--- config.mk ---
export PLATFORM = sky130hd
export DESIGN_NAME = axi_slave_default
export DESIGN_NICKNAME = d
export VERILOG_FILES = /design/src/rtl/axi_slave_default.sv
export SDC_FILE = /design/constraint.sdc
export NUM_CORES = 1
export LEC_CHECK = 0
export CORE_MARGIN = 4
export CORE_UTILIZATION = 31
export DETAILED_ROUTE_END_ITERATION = 16
export GPL_ROUTABILITY_DRIVEN = 0
export PLACE_DENSITY = 0.85
export SYNTH_ARGS = -nofsm -noshare
export SYNTH_HDL_FRONTEND = slang
export SYNTH_SLANG_ARGS = --single-unit
--- constraint.sdc ---
create_clock -name SLAVE_CLK -period 2 [get_ports SLAVE_CLK]
set_clock_uncertainty 0.2 [all_clocks]
set_input_delay 0.6 -clock SLAVE_CLK [delete_from_list [all_inputs] [get_ports SLAVE_CLK]]
set_output_delay 0.6 -clock SLAVE_CLK [all_outputs]
set_load 0.02 [all_outputs]
--- src/rtl/axi_slave_default.sv ---
// AXI4 default slave: completes every write and read burst with a fixed error response
// so that masters addressing unmapped space never stall; counts absorbed transactions.
module axi_slave_default #(
    parameter logic [1:0]  RESP_CODE     = 2'b11,
    parameter logic [31:0] RD_DATA_VALUE = 32'hDEAD_BEEF
) (
    input  logic        SLAVE_CLK,
    input  logic        SLAVE_RSTN,
    input  logic [1:0]  SLAVE_WR_ADDR_ID,
    input  logic [31:0] SLAVE_WR_ADDR,
    input  logic [7:0]  SLAVE_WR_ADDR_LEN,
    input  logic [1:0]  SLAVE_WR_ADDR_BURST,
    input  logic        SLAVE_WR_ADDR_VALID,
    output logic        SLAVE_WR_ADDR_READY,
    input  logic [31:0] SLAVE_WR_DATA,
    input  logic [3:0]  SLAVE_WR_DATA_STRB,
    input  logic        SLAVE_WR_DATA_LAST,
    input  logic        SLAVE_WR_DATA_VALID,
    output logic        SLAVE_WR_DATA_READY,
    output logic [1:0]  SLAVE_WR_BACK_ID,
    output logic [1:0]  SLAVE_WR_BACK_RESP,
    output logic        SLAVE_WR_BACK_VALID,
    input  logic        SLAVE_WR_BACK_READY,
    input  logic [1:0]  SLAVE_RD_ADDR_ID,
    input  logic [31:0] SLAVE_RD_ADDR,
    input  logic [7:0]  SLAVE_RD_ADDR_LEN,
    input  logic [1:0]  SLAVE_RD_ADDR_BURST,
    input  logic        SLAVE_RD_ADDR_VALID,
    output logic        SLAVE_RD_ADDR_READY,
    output logic [1:0]  SLAVE_RD_BACK_ID,
    output logic [31:0] SLAVE_RD_DATA,
    output logic [1:0]  SLAVE_RD_DATA_RESP,
    output logic        SLAVE_RD_DATA_LAST,
    output logic        SLAVE_RD_DATA_VALID,
    input  logic        SLAVE_RD_DATA_READY,
    output logic [15:0] WR_TXN_CNT,
    output logic [15:0] RD_TXN_CNT
);

    typedef enum logic [1:0] {
        W_IDLE = 2'd0,
        W_DATA = 2'd1,
        W_RESP = 2'd2
    } w_state_t;

    typedef enum logic {
        R_IDLE = 1'b0,
        R_DATA = 1'b1
    } r_state_t;

    w_state_t    w_state_r;
    w_state_t    w_state_s;
    r_state_t    r_state_r;
    r_state_t    r_state_s;
    logic [1:0]  wr_id_r;
    logic [1:0]  rd_id_r;
    logic [7:0]  rd_len_r;
    logic [7:0]  beat_r;
    logic [15:0] wr_txn_cnt_r;
    logic [15:0] rd_txn_cnt_r;
    logic        aw_hs_s;
    logic        w_hs_s;
    logic        b_hs_s;
    logic        ar_hs_s;
    logic        r_hs_s;
    logic        r_last_s;
    logic        unused_s;

    function automatic logic [15:0] sat_inc(input logic [15:0] v);
        if (v == 16'hFFFF) begin
            return v;
        end else begin
            return v + 16'd1;
        end
    endfunction

    // Handshakes are qualified by state only, so READY never depends on VALID.
    assign aw_hs_s  = SLAVE_WR_ADDR_VALID && (w_state_r == W_IDLE);
    assign w_hs_s   = SLAVE_WR_DATA_VALID && (w_state_r == W_DATA);
    assign b_hs_s   = SLAVE_WR_BACK_READY && (w_state_r == W_RESP);
    assign ar_hs_s  = SLAVE_RD_ADDR_VALID && (r_state_r == R_IDLE);
    assign r_hs_s   = SLAVE_RD_DATA_READY && (r_state_r == R_DATA);
    assign r_last_s = (r_state_r == R_DATA) && (beat_r == rd_len_r);

    // Write FSM next-state decode.
    always_comb begin
        w_state_s = w_state_r;
        case (w_state_r)
            W_IDLE: begin
                if (aw_hs_s) w_state_s = W_DATA;
                else         w_state_s = W_IDLE;
            end
            W_DATA: begin
                if (w_hs_s && SLAVE_WR_DATA_LAST) w_state_s = W_RESP;
                else                              w_state_s = W_DATA;
            end
            W_RESP: begin
                if (b_hs_s) w_state_s = W_IDLE;
                else        w_state_s = W_RESP;
            end
            default: w_state_s = W_IDLE;
        endcase
    end

    // Read FSM next-state decode.
    always_comb begin
        r_state_s = r_state_r;
        case (r_state_r)
            R_IDLE: begin
                if (ar_hs_s) r_state_s = R_DATA;
                else         r_state_s = R_IDLE;
            end
            R_DATA: begin
                if (r_hs_s && r_last_s) r_state_s = R_IDLE;
                else                    r_state_s = R_DATA;
            end
            default: r_state_s = R_IDLE;
        endcase
    end

    // State registers for both FSMs.
    always_ff @(posedge SLAVE_CLK or negedge SLAVE_RSTN) begin
        if (!SLAVE_RSTN) begin
            w_state_r <= W_IDLE;
            r_state_r <= R_IDLE;
        end else begin
            w_state_r <= w_state_s;
            r_state_r <= r_state_s;
        end
    end

    // Latched transaction attributes and read beat counter.
    always_ff @(posedge SLAVE_CLK or negedge SLAVE_RSTN) begin
        if (!SLAVE_RSTN) begin
            wr_id_r  <= 2'd0;
            rd_id_r  <= 2'd0;
            rd_len_r <= 8'd0;
            beat_r   <= 8'd0;
        end else begin
            if (aw_hs_s) begin
                wr_id_r <= SLAVE_WR_ADDR_ID;
            end
            if (ar_hs_s) begin
                rd_id_r  <= SLAVE_RD_ADDR_ID;
                rd_len_r <= SLAVE_RD_ADDR_LEN;
                beat_r   <= 8'd0;
            end else if (r_hs_s) begin
                beat_r <= beat_r + 8'd1;
            end
        end
    end

    // Saturating transaction counters, bumped on the completing handshake.
    always_ff @(posedge SLAVE_CLK or negedge SLAVE_RSTN) begin
        if (!SLAVE_RSTN) begin
            wr_txn_cnt_r <= 16'd0;
            rd_txn_cnt_r <= 16'd0;
        end else begin
            if (b_hs_s) begin
                wr_txn_cnt_r <= sat_inc(wr_txn_cnt_r);
            end
            if (r_hs_s && r_last_s) begin
                rd_txn_cnt_r <= sat_inc(rd_txn_cnt_r);
            end
        end
    end

    assign SLAVE_WR_ADDR_READY = (w_state_r == W_IDLE);
    assign SLAVE_WR_DATA_READY = (w_state_r == W_DATA);
    assign SLAVE_WR_BACK_VALID = (w_state_r == W_RESP);
    assign SLAVE_WR_BACK_ID    = wr_id_r;
    assign SLAVE_WR_BACK_RESP  = RESP_CODE;
    assign SLAVE_RD_ADDR_READY = (r_state_r == R_IDLE);
    assign SLAVE_RD_DATA_VALID = (r_state_r == R_DATA);
    assign SLAVE_RD_DATA_LAST  = r_last_s;
    assign SLAVE_RD_BACK_ID    = rd_id_r;
    assign SLAVE_RD_DATA       = RD_DATA_VALUE;
    assign SLAVE_RD_DATA_RESP  = RESP_CODE;
    assign WR_TXN_CNT          = wr_txn_cnt_r;
    assign RD_TXN_CNT          = rd_txn_cnt_r;

    // Address, burst and write payload carry no meaning for an error responder.
    assign unused_s = ^{SLAVE_WR_ADDR, SLAVE_WR_ADDR_LEN, SLAVE_WR_ADDR_BURST,
                        SLAVE_WR_DATA, SLAVE_WR_DATA_STRB,
                        SLAVE_RD_ADDR, SLAVE_RD_ADDR_BURST};

endmodule

Yosys cells after proc, flatten, opt, wreduce, memory -nomap -nowiden
Index checks and enable logic that the tools add are counted.
{ "totals": {"reg_bits": 55, "latchBits": 0, "mem_bits_rw": 0, "rom_bits": 0, "input_bits": 132, "n_memories": 0} }
{ "op_classes": {"n_addsub": 3, "multipliers": 0, "n_div": 0, "magnitude_cmp": 0, "eq_ne": 5, "n_shift": 0, "muxes": 9, "n_bitwise": 3, "reduce_logical": 12} }
{ "ops": {"columns": ["op", "n"], "rows": [
  ["$add 16x1->16 const B", 2],
  ["$eq 16x16->1 const B", 2],
  ["$mux 8", 2],
  ["$add 8x1->8 const B", 1],
  ["$eq 8x8->1", 1],
  ["$logic_and 1x1->1", 8],
  ["$pmux 2 s3", 1],
  ["$mux 2", 2],
  ["$reduce_and 2->1", 2],
  ["$mux 1", 3],
  ["$not 1->1", 3],
  ["$eq 2x1->1 const B", 1],
  ["$eq 2x2->1 const B", 1],
  ["$logic_not 2->1", 1],
  ["$pmux 1 s2", 1],
  ["$reduce_bool 2->1", 1]
]} }

Depth between registers and ports, before layout
{ "depth": {"word_depth": 5, "depth_mapped": 6} }

Worst setup path after synthesis
No wires, ideal clock.
{ "synth_path": {"path_kind": "reg-to-reg", "startpoint": "register rd_txn_cnt_r[0] (netlist: RD_TXN_CNT[0])", "endpoint": "register rd_txn_cnt_r[1] (netlist: RD_TXN_CNT[1])", "setup_time_ps": 125, "t_arrival_ps": 1780, "required_ps": 1675, "slack_ps": -105, "stages_incl_launch_ff": 6, "path_buffers": 0, "period_less_slack_ps": 2105, "path_cell_list": "dfrtp_1 > ha_1 > nand4_1 > nor2_1 > a2111oi_4 > mux2_2"} }
{ "synth_via": {"elab_chain_len": 3, "word_cells_on_any_way": 4, "cone_classes": "1 x add/sub; 1 x eq/ne; 1 x bitwise; 1 x reduce/logical"} }
{ "synth_rtl": {"columns": ["item", "line", "source"], "rows": [
  ["start: declaration", "60", "logic [15:0] rd_txn_cnt_r;"],
  ["start signal: assignment", "163", "rd_txn_cnt_r <= sat_inc(rd_txn_cnt_r);"],
  ["branches (longest 3 deep; another with $add 16x1->16)", null, null]
]} }
Several ways; the timed one is not identified.
A chain may end at the register's enable or synchronous reset.

Worst setup path in the final report
{ "layout_path": {"startpoint": "register rd_len_r[4]", "endpoint": "output SLAVE_RD_DATA_LAST"} }
{ "layout_via": {"elab_chain_len": 2} }
{ "layout_rtl": {"columns": ["item", "line", "source"], "rows": [
  ["start: declaration", "57", "logic [7:0] rd_len_r;"],
  ["start signal: assignment", "137", "rd_len_r <= 8'd0;"],
  ["start signal: assignment", "145", "rd_len_r <= SLAVE_RD_ADDR_LEN;"],
  ["$eq 8x8->1", "83", "assign r_last_s = (r_state_r == R_DATA) && (beat_r == rd_len_r);"],
  ["$logic_and 1x1->1", "83", null],
  ["end: declaration", "33", "output logic SLAVE_RD_DATA_LAST,"]
]} }
No other way between the ends.

==> summary.md <==
| Metric | Value |
|---|---|
| IO Pins | `210` |
| Die area | `10840 um2` |
| Worst skew pair latency | `0.30 ns` |
| DPL Wire Length | `5.042 mm` |
| Critical path class | `reg2out` |
| CTS Buf Count | `5` |
| CP arrival | `1.36 ns` |
| Die Height | `104.1 um` |
| CP max FO | `2` |
| CP max stage delay | `0.42 ns` |
| Peak supply drop | `0.4563 mV` |
| Fin util | `0.4440` |
| First-pass GRT wire length | `11.16 mm` |
| GR Overflow Total | `0` |
| Largest net degree at the start of global routing | `56` |
| Synth Register Bits | `55` |
| Post-synth top flop | `dfrtp_1` |
| Hold Crit Class | `in2async` |
| Wire per inst | `13.47 um` |
| RSZ-0062 raised after global routing | `yes` |
| Clock Path Buffers | `2` |
| Final setup fails | `8` |
| Register area | `1379 um2` |
| Required @ worst endpoint | `1.20 ns` |
| Worst path cell trace | `xnor2_2 -> nand4_2 -> nor3_2 -> buf_4` |
| Syn. warnings | `0` |
| Setup TNS | `-0.5313 ns` |
| Total global routing track utilization | `0.1228` |
| DRC errors left | `0` |
| Iter 0 DRT Violations | `89` |
| Overall routed net length | `6.775 mm` |
| Final ANT Viol Nets | `0` |
| Setup crit end kind | `output pin` |
| Via Count | `2350` |
| Violated checks | `setup timing` |
| Reg clk slew, reported paths | `0.10 ns` |
| Endpoints failing hold | `0` |
| Area of the multi-input gates | `1416 um2` |
| Fin worst setup slack | `-0.1637 ns` |
| Number of enable flip-flop cells after synthesis | `0` |
| N_diodes | `0` |
| Core ar. | `8848 um2` |
| Status | `finished with violations` |
| Share of the synthesized area in the top cell type | `0.4808` |
| Die width | `104.1 um` |
| Vias in the first global route | `2384` |
| FP Rows | `34` |
| Drt via density | `4.672` |
| Ys async rst share | `1.000` |
| Max-Cap Viols | `0` |
| Clk sinks | `55` |
| Slew Viols, Final | `0` |
| Layout cells sized above 1 | `0.2101` |
| Cell count after synthesis | `292` |
| P&R area growth vs syn | `37.24%` |
| Antenna violations before repair | `0` |
| Post-synth cell types | `34` |
| Leading post-synthesis cells by cell area | `dfrtp_1, xnor2_1, buf_4` |
| Fillers | `843` |
| Avg Inst Size Synth | `9.804 um2` |
| DP Area | `3734 um2` |
| CP startpoint kind | `flop` |
| Final Cycle Share | `1.082` |
| CTS tree | `yes` |
| CTS H-tree depth | `2` |
| Seq/Total Area, Yosys | `0.4808` |
| DRT Pass-1 Iters | `4` |
| Root Buffer | `clkbuf_8` |
| PnR Total Power | `0.003658 W` |
| Post-route cell area | `3929 um2` |
| F_max | `462.2 MHz` |
| Leading area contributor after synthesis | `dfrtp_1` |
| Slowest-stage cell, CP | `dfrtp_1` |
| Post-Syn Area | `2863 um2` |
| Nets | `530` |
| Final Critical Period | `2.164 ns` |
| P_leak | `1.956 nW` |
| Power density cells | `931.1 nW/um2` |
| # port buffers | `61` |
| Initial Util | `0.3235` |
-- what timing repair did --
item	4_1_cts	5_1_grt
resized for setup	62	25
setup buffers	4	2
hold endpoints to repair	0	0
endpoints found under the setup margin	52	29
pin swaps	3	14
hold buffers	0	0
-- Yosys cell counts (2+ instances only) --
library cell / number
mux2_2: 4
dfrtp_1: 55
o21ai_0: 5
a31oi_1: 3
clkbuf_1: 2
nor2b_1: 4
a21oi_1: 2
and2_1: 3
nand4_1: 21
inv_1: 5
nand3_1: 21
buf_4: 36
and3_1: 4
conb_1: 2
and4_1: 2
xnor2_1: 31
or2_2: 2
ha_1: 3
nand2_1: 47
nor2_1: 17
nor3_1: 6
xor2_1: 5
-- final timing paths --
| path | from | to | slack, ns | depth (start not counted) |
|---|---|---|---|---|
| setup / recovery | rd_len_r[4] | SLAVE_RD_DATA_LAST | -0.16 | 4 |
| hold / removal | SLAVE_RSTN | beat_r[7] | 0.08 | 2 |
| setup reg to reg | rd_len_r[4] | RD_TXN_CNT[1] | -0.12 | 7 |
| hold reg to reg | SLAVE_RD_BACK_ID[0] | SLAVE_RD_BACK_ID[0] | 0.29 | 2 |
| max in group asynchronous | SLAVE_RSTN | w_state_r[0] | 1.25 | 2 |
| min in group SLAVE_CLK | SLAVE_RD_BACK_ID[0] | SLAVE_RD_BACK_ID[0] | 0.29 | 2 |
-- layout make-up --
type                            instances  share of cell area
Multi-Input combinational cell        227              0.3605
Sequential cell                        55              0.3510
Timing Repair Buffer                  101              0.2223
Tap cell                              108             0.03439
Clock buffer                            5             0.01752
Clock inverter                          2            0.009554
Inverter                                5            0.004777
-- placed cells by master, fill, tap and decap left out, types with 2 or more instances in the layout --
| cell type | count |
|---|---|
| buf_2 | 4 |
| nor3_1 | 2 |
| nand4_1 | 21 |
| nor2_2 | 3 |
| nor3_2 | 4 |
| a31oi_1 | 2 |
| buf_6 | 2 |
| dlygate4sd2_1 | 34 |
| clkbuf_2 | 2 |
| dfrtp_2 | 2 |
| xor2_1 | 5 |
| mux2_2 | 3 |
| and4_1 | 2 |
| nor2b_1 | 4 |
| clkdlybuf4s15_1 | 2 |
| buf_4 | 37 |
| a21oi_1 | 2 |
| and3_1 | 3 |
| clkdlybuf4s50_1 | 16 |
| dlymetal6s2s_1 | 2 |
| o21ai_0 | 5 |
| ha_1 | 3 |
| conb_1 | 36 |
| buf_12 | 2 |
| nand2_1 | 47 |
| dfrtp_1 | 53 |
| inv_1 | 5 |
| xnor2_2 | 5 |
| xnor2_1 | 27 |
| nand3_1 | 19 |
| nor2_1 | 13 |
| nand3_2 | 2 |
| and2_1 | 2 |
| clkbuf_8 | 5 |
-- metrics by stage --
step	cells	hold slack [ns]	setup WS, ns
floorplan	326	0.1044	-0.05156
global placement	490	0.2657	-0.3904
detailed placement	490	0.2783	-0.4275
CTS	501	0.08525	-0.2134
global route	503	0.09116	-0.2490
finish	503	0.08042	-0.1637
-- critical path, delay by kind of cell (launching register included) --
family,cells,cell delay [ns]
and+or+nand+nor,2,0.31
DFF,1,0.42
xor gates and xnor gates,1,0.17
buffers and inverters,1,0.16
-- kinds of logic (layout without fill, tap and decap cells) --
kind of cell | after synthesis | in the layout | synth area share
AOI/OAI and AO/OA | 15 | 15 | 0.03978
xor gates and xnor gates | 37 | 37 | 0.1158
adders and majority gates | 3 | 3 | 0.01311
buffers and inverters | 44 | 113 | 0.1053
DFF | 55 | 55 | 0.4808
muxes | 5 | 5 | 0.01923
other | 2 | 36 | 0.002623
and+or+nand+nor | 131 | 131 | 0.2233
-- per-layer routing --
metal  wire, um  GRT usage
met1       2758     0.1454
met2       3559     0.2214
met3        383    0.03042
met4         74    0.03229
met5          0          0
-- report_power, final --
group	total [W]	internal [W]	switching [W]
combinational	0.00140	0.000674	0.000730
clock	0.000719	0.000366	0.000352
sequential	0.00154	0.00134	0.000197
total	0.00366	0.00238	0.00128
-- sequential cells by signal, summed over array words and instances (netlist names) --
register	count
w_state_r	2
WR_TXN_CNT	16
SLAVE_RD_BACK_ID	2
RD_TXN_CNT	16
SLAVE_WR_BACK_ID	2
SLAVE_RD_DATA_VALID	1
rd_len_r	8
beat_r	8
Power figures use the tool's default switching activity.
